[config.mk]
export PLATFORM = sky130hd
export DESIGN_NAME = mem_write_buffer
export DESIGN_NICKNAME = d
export VERILOG_FILES = /design/src/rtl/mem_wb_pkg.sv /design/src/rtl/mem_wb_addr_cam.sv /design/src/rtl/mem_write_buffer.sv
export SDC_FILE = /design/constraint.sdc
export NUM_CORES = 1
export LEC_CHECK = 0
export CORE_UTILIZATION = 55
export CTS_CLUSTER_DIAMETER = 60
export DETAILED_ROUTE_END_ITERATION = 16
export DONT_BUFFER_PORTS = 1
export GPL_ROUTABILITY_DRIVEN = 0
export PLACE_DENSITY = 0.73
export SLEW_MARGIN = 30
export SYNTH_ARGS = -nofsm -noshare
export SYNTH_HDL_FRONTEND = slang
export SYNTH_SLANG_ARGS = --single-unit
[constraint.sdc]
create_clock -name clk -period 3.29 [get_ports clk]
set_input_delay 0.4935 -clock clk [delete_from_list [all_inputs] [get_ports clk]]
set_output_delay 0.4935 -clock clk [all_outputs]
set_load 0.02 [all_outputs]
[src/rtl/mem_wb_pkg.sv]
`default_nettype none
// +--------------------------------------------------------------------------+
// | Module      : mem_wb_pkg                                                 |
// | Description : Shared types, lane-map constants and the lane-merge helper |
// |               for the memory write buffer.                               |
// | Contents    : mem_wb_entry_t  - one queued store {addr, data, en}        |
// |               c_LANE*         - lane enable bit i <-> data byte mapping  |
// |               lane_merge()    - overlay enabled lanes onto an entry      |
// | Revision    : 1.0 - initial release                                      |
// +--------------------------------------------------------------------------+
package mem_wb_pkg;

  localparam int unsigned c_ADDR_W    = 30;  // word address width
  localparam int unsigned c_DATA_W    = 32;
  localparam int unsigned c_LANES     = 4;
  localparam int unsigned c_LANE_W    = 8;
  // Lane 0 is the most significant byte: en[i] covers data[31-8i -: 8].
  localparam int unsigned c_LANE0_MSB = 31;

  typedef struct packed {
    logic [c_ADDR_W-1:0] addr;
    logic [c_DATA_W-1:0] data;
    logic [c_LANES-1:0]  en;
  } mem_wb_entry_t;

  // Returns {merged_data, merged_en}: lanes enabled in new_en take new_data,
  // all other lanes keep old_data; the enables accumulate.
  function automatic logic [c_DATA_W+c_LANES-1:0] lane_merge(
    input logic [c_DATA_W-1:0] old_data,
    input logic [c_LANES-1:0]  old_en,
    input logic [c_DATA_W-1:0] new_data,
    input logic [c_LANES-1:0]  new_en
  );
    logic [c_DATA_W-1:0] d;
    d = old_data;
    for (int i = 0; i < int'(c_LANES); i++) begin
      if (new_en[i]) begin
        d[c_LANE0_MSB - c_LANE_W*i -: c_LANE_W] = new_data[c_LANE0_MSB - c_LANE_W*i -: c_LANE_W];
      end
    end
    return {d, old_en | new_en};
  endfunction

endpackage
`default_nettype wire

[src/rtl/mem_wb_addr_cam.sv]
`default_nettype none
// +--------------------------------------------------------------------------+
// | Module      : mem_wb_addr_cam                                            |
// | Description : Parallel word-address compare of one lookup address        |
// |               against every buffer entry, qualified by a valid mask.     |
// | Ports       : addrVec_i  - flattened entry word addresses (entry i at    |
// |                            [i*30 +: 30])                                 |
// |               valid_i    - per-entry valid mask                          |
// |               lookup_i   - word address to search for                    |
// |               match_o    - per-entry hit vector                          |
// | Revision    : 1.0 - initial release                                      |
// +--------------------------------------------------------------------------+
module mem_wb_addr_cam
  import mem_wb_pkg::*;
#(
  parameter int DEPTH = 4
) (
  input  logic [DEPTH*c_ADDR_W-1:0] addrVec_i,
  input  logic [DEPTH-1:0]          valid_i,
  input  logic [c_ADDR_W-1:0]       lookup_i,
  output logic [DEPTH-1:0]          match_o
);

  for (genvar i = 0; i < DEPTH; i++) begin : g_cmp
    assign match_o[i] = valid_i[i] && (addrVec_i[i*c_ADDR_W +: c_ADDR_W] == lookup_i);
  end

endmodule
`default_nettype wire

[src/rtl/mem_write_buffer.sv]
`default_nettype none
// +--------------------------------------------------------------------------+
// | Module      : mem_write_buffer                                           |
// | Description : In-order store buffer between the write-data encoder and   |
// |               the data memory port. Accepts one lane-encoded store per   |
// |               cycle, drains the head over a req/ack handshake and flags  |
// |               loads that hit a pending or incoming store.                |
// | Config      : MEM_WB_MERGE_EN - when defined, a store to the same word   |
// |               as the youngest entry (count >= 2) merges into it instead  |
// |               of allocating.                                             |
// | Ports       : clk, rstN (sync, active-low)                               |
// |               inAddr/inData/inMW   - store input, inMW == 0 means idle   |
// |               full/empty/count     - occupancy from registered count     |
// |               memReq/memAddr/memData/memEn, memAck - drain handshake     |
// |               rdValid/rdAddr, rdHit - combinational load hazard check    |
// | Revision    : 1.0 - initial release                                      |
// +--------------------------------------------------------------------------+
module mem_write_buffer
  import mem_wb_pkg::*;
#(
  parameter int DEPTH = 4,
  parameter int CNT_W = 3
) (
  input  logic             clk,
  input  logic             rstN,
  input  logic [31:0]      inAddr,
  input  logic [31:0]      inData,
  input  logic [3:0]       inMW,
  output logic             full,
  output logic             empty,
  output logic [CNT_W-1:0] count,
  output logic             memReq,
  output logic [31:0]      memAddr,
  output logic [31:0]      memData,
  output logic [3:0]       memEn,
  input  logic             memAck,
  input  logic             rdValid,
  input  logic [31:0]      rdAddr,
  output logic             rdHit
);

  localparam int PTR_W = CNT_W - 1;

  mem_wb_entry_t          entries_q [DEPTH];
  mem_wb_entry_t          entries_d [DEPTH];
  logic [DEPTH-1:0]       valid_q, valid_d;
  logic [PTR_W-1:0]       head_q, head_d;
  logic [PTR_W-1:0]       tail_q, tail_d;
  logic [CNT_W-1:0]       count_q, count_d;

  logic                   w_full;
  logic                   w_empty;
  logic                   w_push;
  logic                   w_pop;
  logic                   w_merge;
  logic                   w_alloc;
  logic [PTR_W-1:0]       w_tail_prev;
  logic [DEPTH*c_ADDR_W-1:0] w_addr_vec;
  logic [DEPTH-1:0]       w_rd_match;
  logic [c_DATA_W+c_LANES-1:0] w_merged;
  logic                   w_unused_lowbits;

  // Byte offsets are irrelevant: everything is word granular.
  assign w_unused_lowbits = ^{inAddr[1:0], rdAddr[1:0]};

  assign w_full      = (count_q == CNT_W'(DEPTH));
  assign w_empty     = (count_q == '0);
  // A full buffer rejects the store even if the head pops this same cycle.
  assign w_push      = (inMW != 4'b0000) && !w_full;
  assign w_pop       = !w_empty && memAck;
  assign w_tail_prev = tail_q - PTR_W'(1);

  for (genvar i = 0; i < DEPTH; i++) begin : g_flat
    assign w_addr_vec[i*c_ADDR_W +: c_ADDR_W] = entries_q[i].addr;
  end

  mem_wb_addr_cam #(
    .DEPTH(DEPTH)
  ) u_rd_cam (
    .addrVec_i (w_addr_vec),
    .valid_i   (valid_q),
    .lookup_i  (rdAddr[31:2]),
    .match_o   (w_rd_match)
  );

`ifdef MEM_WB_MERGE_EN
  logic [DEPTH-1:0] w_merge_match;

  mem_wb_addr_cam #(
    .DEPTH(DEPTH)
  ) u_merge_cam (
    .addrVec_i (w_addr_vec),
    .valid_i   (valid_q),
    .lookup_i  (inAddr[31:2]),
    .match_o   (w_merge_match)
  );

  // With two or more entries the youngest is never the head, so merging
  // cannot disturb an entry that is mid-handshake.
  assign w_merge = w_push && (count_q >= CNT_W'(2)) && w_merge_match[w_tail_prev];
`else
  assign w_merge = 1'b0;
`endif

  assign w_alloc  = w_push && !w_merge;
  assign w_merged = lane_merge(entries_q[w_tail_prev].data, entries_q[w_tail_prev].en,
                               inData, inMW);

  always_comb begin
    entries_d = entries_q;
    valid_d   = valid_q;
    head_d    = head_q;
    tail_d    = tail_q;
    count_d   = count_q;

    if (w_alloc) begin
      entries_d[tail_q] = '{addr: inAddr[31:2], data: inData, en: inMW};
      valid_d[tail_q]   = 1'b1;
      tail_d            = tail_q + PTR_W'(1);
    end

    if (w_merge) begin
      entries_d[w_tail_prev].data = w_merged[c_DATA_W+c_LANES-1:c_LANES];
      entries_d[w_tail_prev].en   = w_merged[c_LANES-1:0];
    end

    if (w_pop) begin
      valid_d[head_q] = 1'b0;
      head_d          = head_q + PTR_W'(1);
    end

    case ({w_alloc, w_pop})
      2'b10:   count_d = count_q + CNT_W'(1);
      2'b01:   count_d = count_q - CNT_W'(1);
      default: count_d = count_q;
    endcase
  end

  always_ff @(posedge clk) begin
    if (!rstN) begin
      head_q  <= '0;
      tail_q  <= '0;
      count_q <= '0;
      valid_q <= '0;
    end else begin
      head_q  <= head_d;
      tail_q  <= tail_d;
      count_q <= count_d;
      valid_q <= valid_d;
    end
  end

  // Payload storage needs no reset: it is only observed through valid_q or
  // while the buffer is non-empty.
  always_ff @(posedge clk) begin
    entries_q <= entries_d;
  end

  assign full    = w_full;
  assign empty   = w_empty;
  assign count   = count_q;
  assign memReq  = !w_empty;
  assign memAddr = w_empty ? 32'h0 : {entries_q[head_q].addr, 2'b00};
  assign memData = w_empty ? 32'h0 : entries_q[head_q].data;
  assign memEn   = w_empty ? 4'h0  : entries_q[head_q].en;

  assign rdHit = rdValid && rstN &&
                 ((|w_rd_match) || (w_push && (inAddr[31:2] == rdAddr[31:2])));

endmodule
`default_nettype wire

; Word level (Yosys, flattened, before mapping)
; Cells that the tools add are included.
[word_totals]
out_inout_bits = 75
reg_bits = 275
in_bits = 104
word_cells = 75
[op_classes]
magnitude_cmp = 7
addsub = 4
n_reduce_logical = 19
muxes = 16
eq_ne = 8
n_bitwise = 5
[op_table]
columns = operator, count
row1 = $bwmux 264, 1
row2 = $mux 66, 3
row3 = $eq 30x30->1, 5
row4 = $bmux 66 s2, 1
row5 = $demux 66 s2, 1
row6 = $mux 32, 2
row7 = $logic_and 1x1->1, 12
row8 = $mux 4, 3
row9 = $ge 3x3->1 const B, 2
row10 = $lt 2x3->1 const B, 2
row11 = $not 2->3, 2
row12 = $pmux 3 s2, 1
row13 = $add 2x1->2 const B, 2
row14 = $and 4x4->4, 1
row15 = $demux 1 s2, 2
row16 = $ge 2x1->1 const B, 2
row17 = $not 4->4, 1
row18 = $or 4x4->4, 1
row19 = $reduce_bool 4->1, 1
row20 = $reduce_or 4->1, 1
row21 = $add 3x1->3 const B, 1
row22 = $eq 3x3->1 const B, 1
row23 = $logic_not 3->1, 1
row24 = $lt 3x1->1 const B, 1
row25 = other kinds (7), 9

; Longest topological paths before layout
[logic_depth]
word_depth = 8
ltp_mapped = 9
ltp_nobuf = 9

; By module
; A second synthesis with hierarchy kept.
[unflattened]
cells_unflattened = 708
hier_area_um2 = 12468.2
[modules_own_cells]
columns = module, cells_each, seq_area_each_um2, area_per_inst_um2, instances
row1 = mem_write_buffer, 531, 8147.8, 10963.0, 1
row2 = mem_wb_addr_cam, 177, 0.0, 1505.2, 1

; Worst setup path after synthesis
; No wires, ideal clock.
[synth_timing]
path_kind = register to register
from = register count_q[0], in the netlist count[0]
to = register entries_q[0] (netlist name) (enable)
path_slack_ns = 0.391
period_less_slack_ns = 2.899
required_ns = 2.858
t_arrival_ns = 2.467
n_path_buf = 0
path_stages_with_launch = 4
setup_ns = 0.432
cell_sequence = dfxtp_1 nor3b_2 nor2_4 and2_1
[synth_between]
elab_chain_cells = 3
[synth_lines]
columns = element, line_no
row1 = start: declaration, mem_write_buffer.sv:49  ; logic [CNT_W-1:0] count_q, count_d;
row2 = start signal: assignment, mem_write_buffer.sv:148  ; count_q <= count_d;
row3 = $eq 3x3->1, mem_write_buffer.sv:66  ; assign w_full = (count_q == CNT_W'(DEPTH));
row4 = net full, mem_write_buffer.sv:29  ; output logic full,
row5 = $logic_not 1->1, mem_write_buffer.sv:69  ; assign w_push = (inMW != 4'b0000) && !w_full;
row6 = $logic_and 1x1->1, mem_write_buffer.sv:69
row7 = end signal: assignment, mem_write_buffer.sv:156  ; entries_q <= entries_d;
row8 = end: declaration, mem_write_buffer.sv:44  ; mem_wb_entry_t entries_q [DEPTH];
; The timed path passes the listed nets, and every way through them passes these cells.
; A chain may end at the register's enable or synchronous reset.

; Worst setup path after layout
[layout_timing]
from = register count_q[0], in the netlist count[0]
to = output rdHit
[layout_between]
elab_chain_cells = 6
[layout_lines]
columns = element, line_no
row1 = $eq 3x3->1, mem_write_buffer.sv:66
row2 = net full, mem_write_buffer.sv:29
row3 = $logic_not 1->1, mem_write_buffer.sv:69
row4 = $logic_and 1x1->1, mem_write_buffer.sv:69
row5 = $logic_and 1x1->1, mem_write_buffer.sv:168  ; ((|w_rd_match) || (w_push && (inAddr[31:2] == rdAddr[31:2])));
row6 = $logic_or 1x1->1, mem_write_buffer.sv:168
row7 = $logic_and 1x1->1, mem_write_buffer.sv:167  ; assign rdHit = rdValid && rstN &&
row8 = end: declaration, mem_write_buffer.sv:39  ; output logic rdHit
; The timed path passes the listed nets, and every way through them passes these cells.

==> metrics.md <==
| Metric | Value |
|---|---|
| Status | finished, violations left |
| Failing checks | design-rule violations |
| DIE HEIGHT | 152 µm |
| PostCTS Resize Cnt | 0 |
| Fin. Hold Viols | 0 |
| Post-synth cell types | 34 |
| First-pass iteration count of the detailed router | 11 |
| Final Critical Period | 3170 ps |
| Yosys top cell area share | 0.639 |
| Slew @ Worst Pin | 693 ps |
| Die area | 0.0232 mm² |
| Area growth syn-to-layout | 9.66% |
| Pint | 7790 µW |
| Starting DRT DRC Count | 494 |
| Detail Route Antenna Nets | 0 |
| CTS Root Cell | clkbuf_16 |
| Vias | 6192 |
| Row cnt | 54 |
| TritonCTS Buffers | 29 |
| Seq/Total Area, Yosys | 0.657 |
| Synth Flop Type | edfxtp_1 |
| CTS tree | built |
| Clock sink total | 275 |
| Reg2reg path depth | 9 |
| Hold Startpoint | inData[3] |
| Period Utilization, post-route | 0.963 |
| Synthesized flop and latch total | 275 |
| Worst-path maximum fanout | 8 |
| CP max-delay cell | dfxtp_1 |
| Maxcap violations | 0 |
| Worst EP required | 2800 ps |
| Max Clock Skew | 7.21 ps |
| Routed length per instance | 26.9 µm |
| Fmax | 316 MHz |
| Fill cells | 1529 |
| CP cell instances | nor3b_2, nor2_4, nand4_1, or4_1, a41oi_2 |
| Sw Share | 0.331 |
| # H-tree levels | 1 |
| Hold path endpoint | entries_q[205] |
| First-pass GRT wire length | 40900 µm |
| Setup CP Type | reg -> out |
| Synth cell count leaders | edfxtp_1, xnor2_1, and2_1 |
| Final setup fails | 0 |
| Part of the power in registers | 0.436 |
| Final setup margin | 122 ps |
| Worst hold path class | in -> reg |
| Vias in the first global route | 6529 |
| Yosys warns | 0 |
| RSZ-0062 raised after global routing | no |
| Final cell count without fillers | 1010 |
| Final wirelength | 27200 µm |
| Largest net degree at the start of global routing | 69 |
| Hold buffers post-CTS | 0 |
| Placed insts | 957 |
| Power density over the cells | 855 mW/mm² |
| Critical path data arrival time | 2670 ps |
| DPL Wire Length | 18500 µm |
| Initial antenna violation count | 0 |
| Largest cells by area after synthesis | edfxtp_1, mux4_2, xnor2_1 |
| Maximum VDD drop | 0.543 mV |
| Leakage power | 0.00430 µW |
| Fin. max-slew vios | 0 |
| Setup TNS | 0 ps |
| Startpoint types | register |
| Psw | 3850 µW |
| Clk slew on worst S/H paths | 60 ps |
| Count leader, synth | edfxtp_1 |
| Ys async rst share | 0 |
| IO Count | 179 |
| Worst path max stage delay | 540 ps |
| Core area | 0.0220 mm² |
| Post-synth EDFFs | 264 |
| Crit Reg-Reg Startpoint | count[2] |
| Tot GR Track Use | 0.240 |
| Worst r2r dst | count[2] |
| PortBufs | 0 |
| Final core occ | 0.619 |
| Layout cells sized above 1 | 0.190 |
| Drt drc | 10 |
| Max-slew headroom | 0.538 |
| Ant. Diodes | 0 |
| Power, Total | 11600 µW |
| Synth area leader | edfxtp_1 |
| Initial core utilization | 0.565 |
| Clk buf depth | 3 |
| Clock Latency Late Sink | 550 ps |
| Dpl ws | 644 ps |
| Comb pwr share | 0.303 |
| Worst Hold Depth | 0 |
| Synth Cell Area | 0.0124 mm² |
| Die Wd | 152 µm |
| Setup Fix Bufs, Post-CTS | 0 |
| Fin nets | 822 |
| Clock share of power | 0.262 |
| Vias per inst | 6.13 |
| Synthesized instance count | 721 |
| Overflow after GRT | 0 |
| R2R setup slack | 670 ps |
| Syn Area/Cell | 17.2 µm² |
| Crit. End Element | primary output |
[how the worst max path moves through the flow]
stage                           from      endpoint  slack, ps  depth (start not counted)
final                       count[0]         rdHit        120                          5
after global routing        count[0]         rdHit         30                          5
after CTS                   count[0]         rdHit        130                          5
after detailed placement  rdAddr[27]         rdHit        640                          5
after global placement    rdAddr[27]         rdHit        670                          5
after floorplan             count[0]  entries_q[0]        390                          3
[power groups by stage]
stage	clock network (µW)	registers [µW]	logic [µW]
floorplan	0	5020	2780
global placement	0	5110	3430
detailed placement	0	5140	3580
CTS	3090	5070	3600
global route	3220	5140	3770
finish	3040	5070	3520
[cells in the final DEF, fill, tap and decap left out, types with 2 or more instances in the layout]
| cell type | n |
|---|---|
| xnor2_1 | 111 |
| nand2_1 | 6 |
| nor2b_1 | 2 |
| edfxtp_1 | 264 |
| mux4_2 | 66 |
| nor4_1 | 15 |
| conb_1 | 2 |
| nand3_1 | 2 |
| nand4_1 | 30 |
| inv_1 | 8 |
| o211a_1 | 4 |
| nor4_2 | 3 |
| buf_12 | 8 |
| clkbuf_16 | 29 |
| clkinv_2 | 12 |
| buf_4 | 2 |
| clkinv_1 | 3 |
| and2_1 | 71 |
| ha_1 | 9 |
| clkinv_4 | 3 |
| clkbuf_1 | 2 |
| and2_4 | 4 |
| o21ai_0 | 2 |
| xor2_1 | 43 |
| dfxtp_4 | 2 |
| dfxtp_1 | 9 |
[logic make-up (layout without fill, tap and decap cells)]
logic type,Yosys count,in the layout,share of synthesized area
flip-flops,275,275,0.657
XOR/XNOR,154,154,0.109
AND/OR/NAND/NOR,139,139,0.0710
multiplexers,67,67,0.121
buffers and inverters,65,73,0.0248
adder cells (fa/ha/maj),10,10,0.0107
AO/OA/AOI/OAI,10,10,0.00696
other,1,2,0.000302
[critical path, delay by kind of cell (launching register included)]
family | cells | cell delay (ps)
AOI/OAI and AO/OA | 1 | 440
DFF | 1 | 540
and+or+nand+nor | 4 | 1140
[final cells by class]
type,count,area [µm²],share of cell area
Clock buffer,31,733,0.0539
Clock inverter,22,164,0.0120
Inverter,9,33.8,0.00248
Multi-Input combinational cell,382,3960,0.291
Sequential cell,275,8160,0.600
Tap cell,280,350,0.0258
Timing Repair Buffer,11,203,0.0149
[layer usage]
metal | track usage | part of all wire
met5 | 0 | 0
met4 | 0.0632 | 0.022
met3 | 0.0896 | 0.11
met2 | 0.393 | 0.50
met1 | 0.302 | 0.38
[through the flow]
| step | area (µm²) | hold WS [ps] |
|---|---|---|
| floorplan | 12400 | 472 |
| global placement | 12600 | 505 |
| detailed placement | 12700 | 524 |
| CTS | 13600 | 12.3 |
| global route | 13600 | 9.35 |
| finish | 13600 | 31.8 |
[state kept, by name (all words and copies together), names as in the netlist]
register / count
head_q: 2
entries_q: 264
count: 3
tail_q: 2
valid_q: 4
No activity file was read; power rests on OpenSTA's default activity.
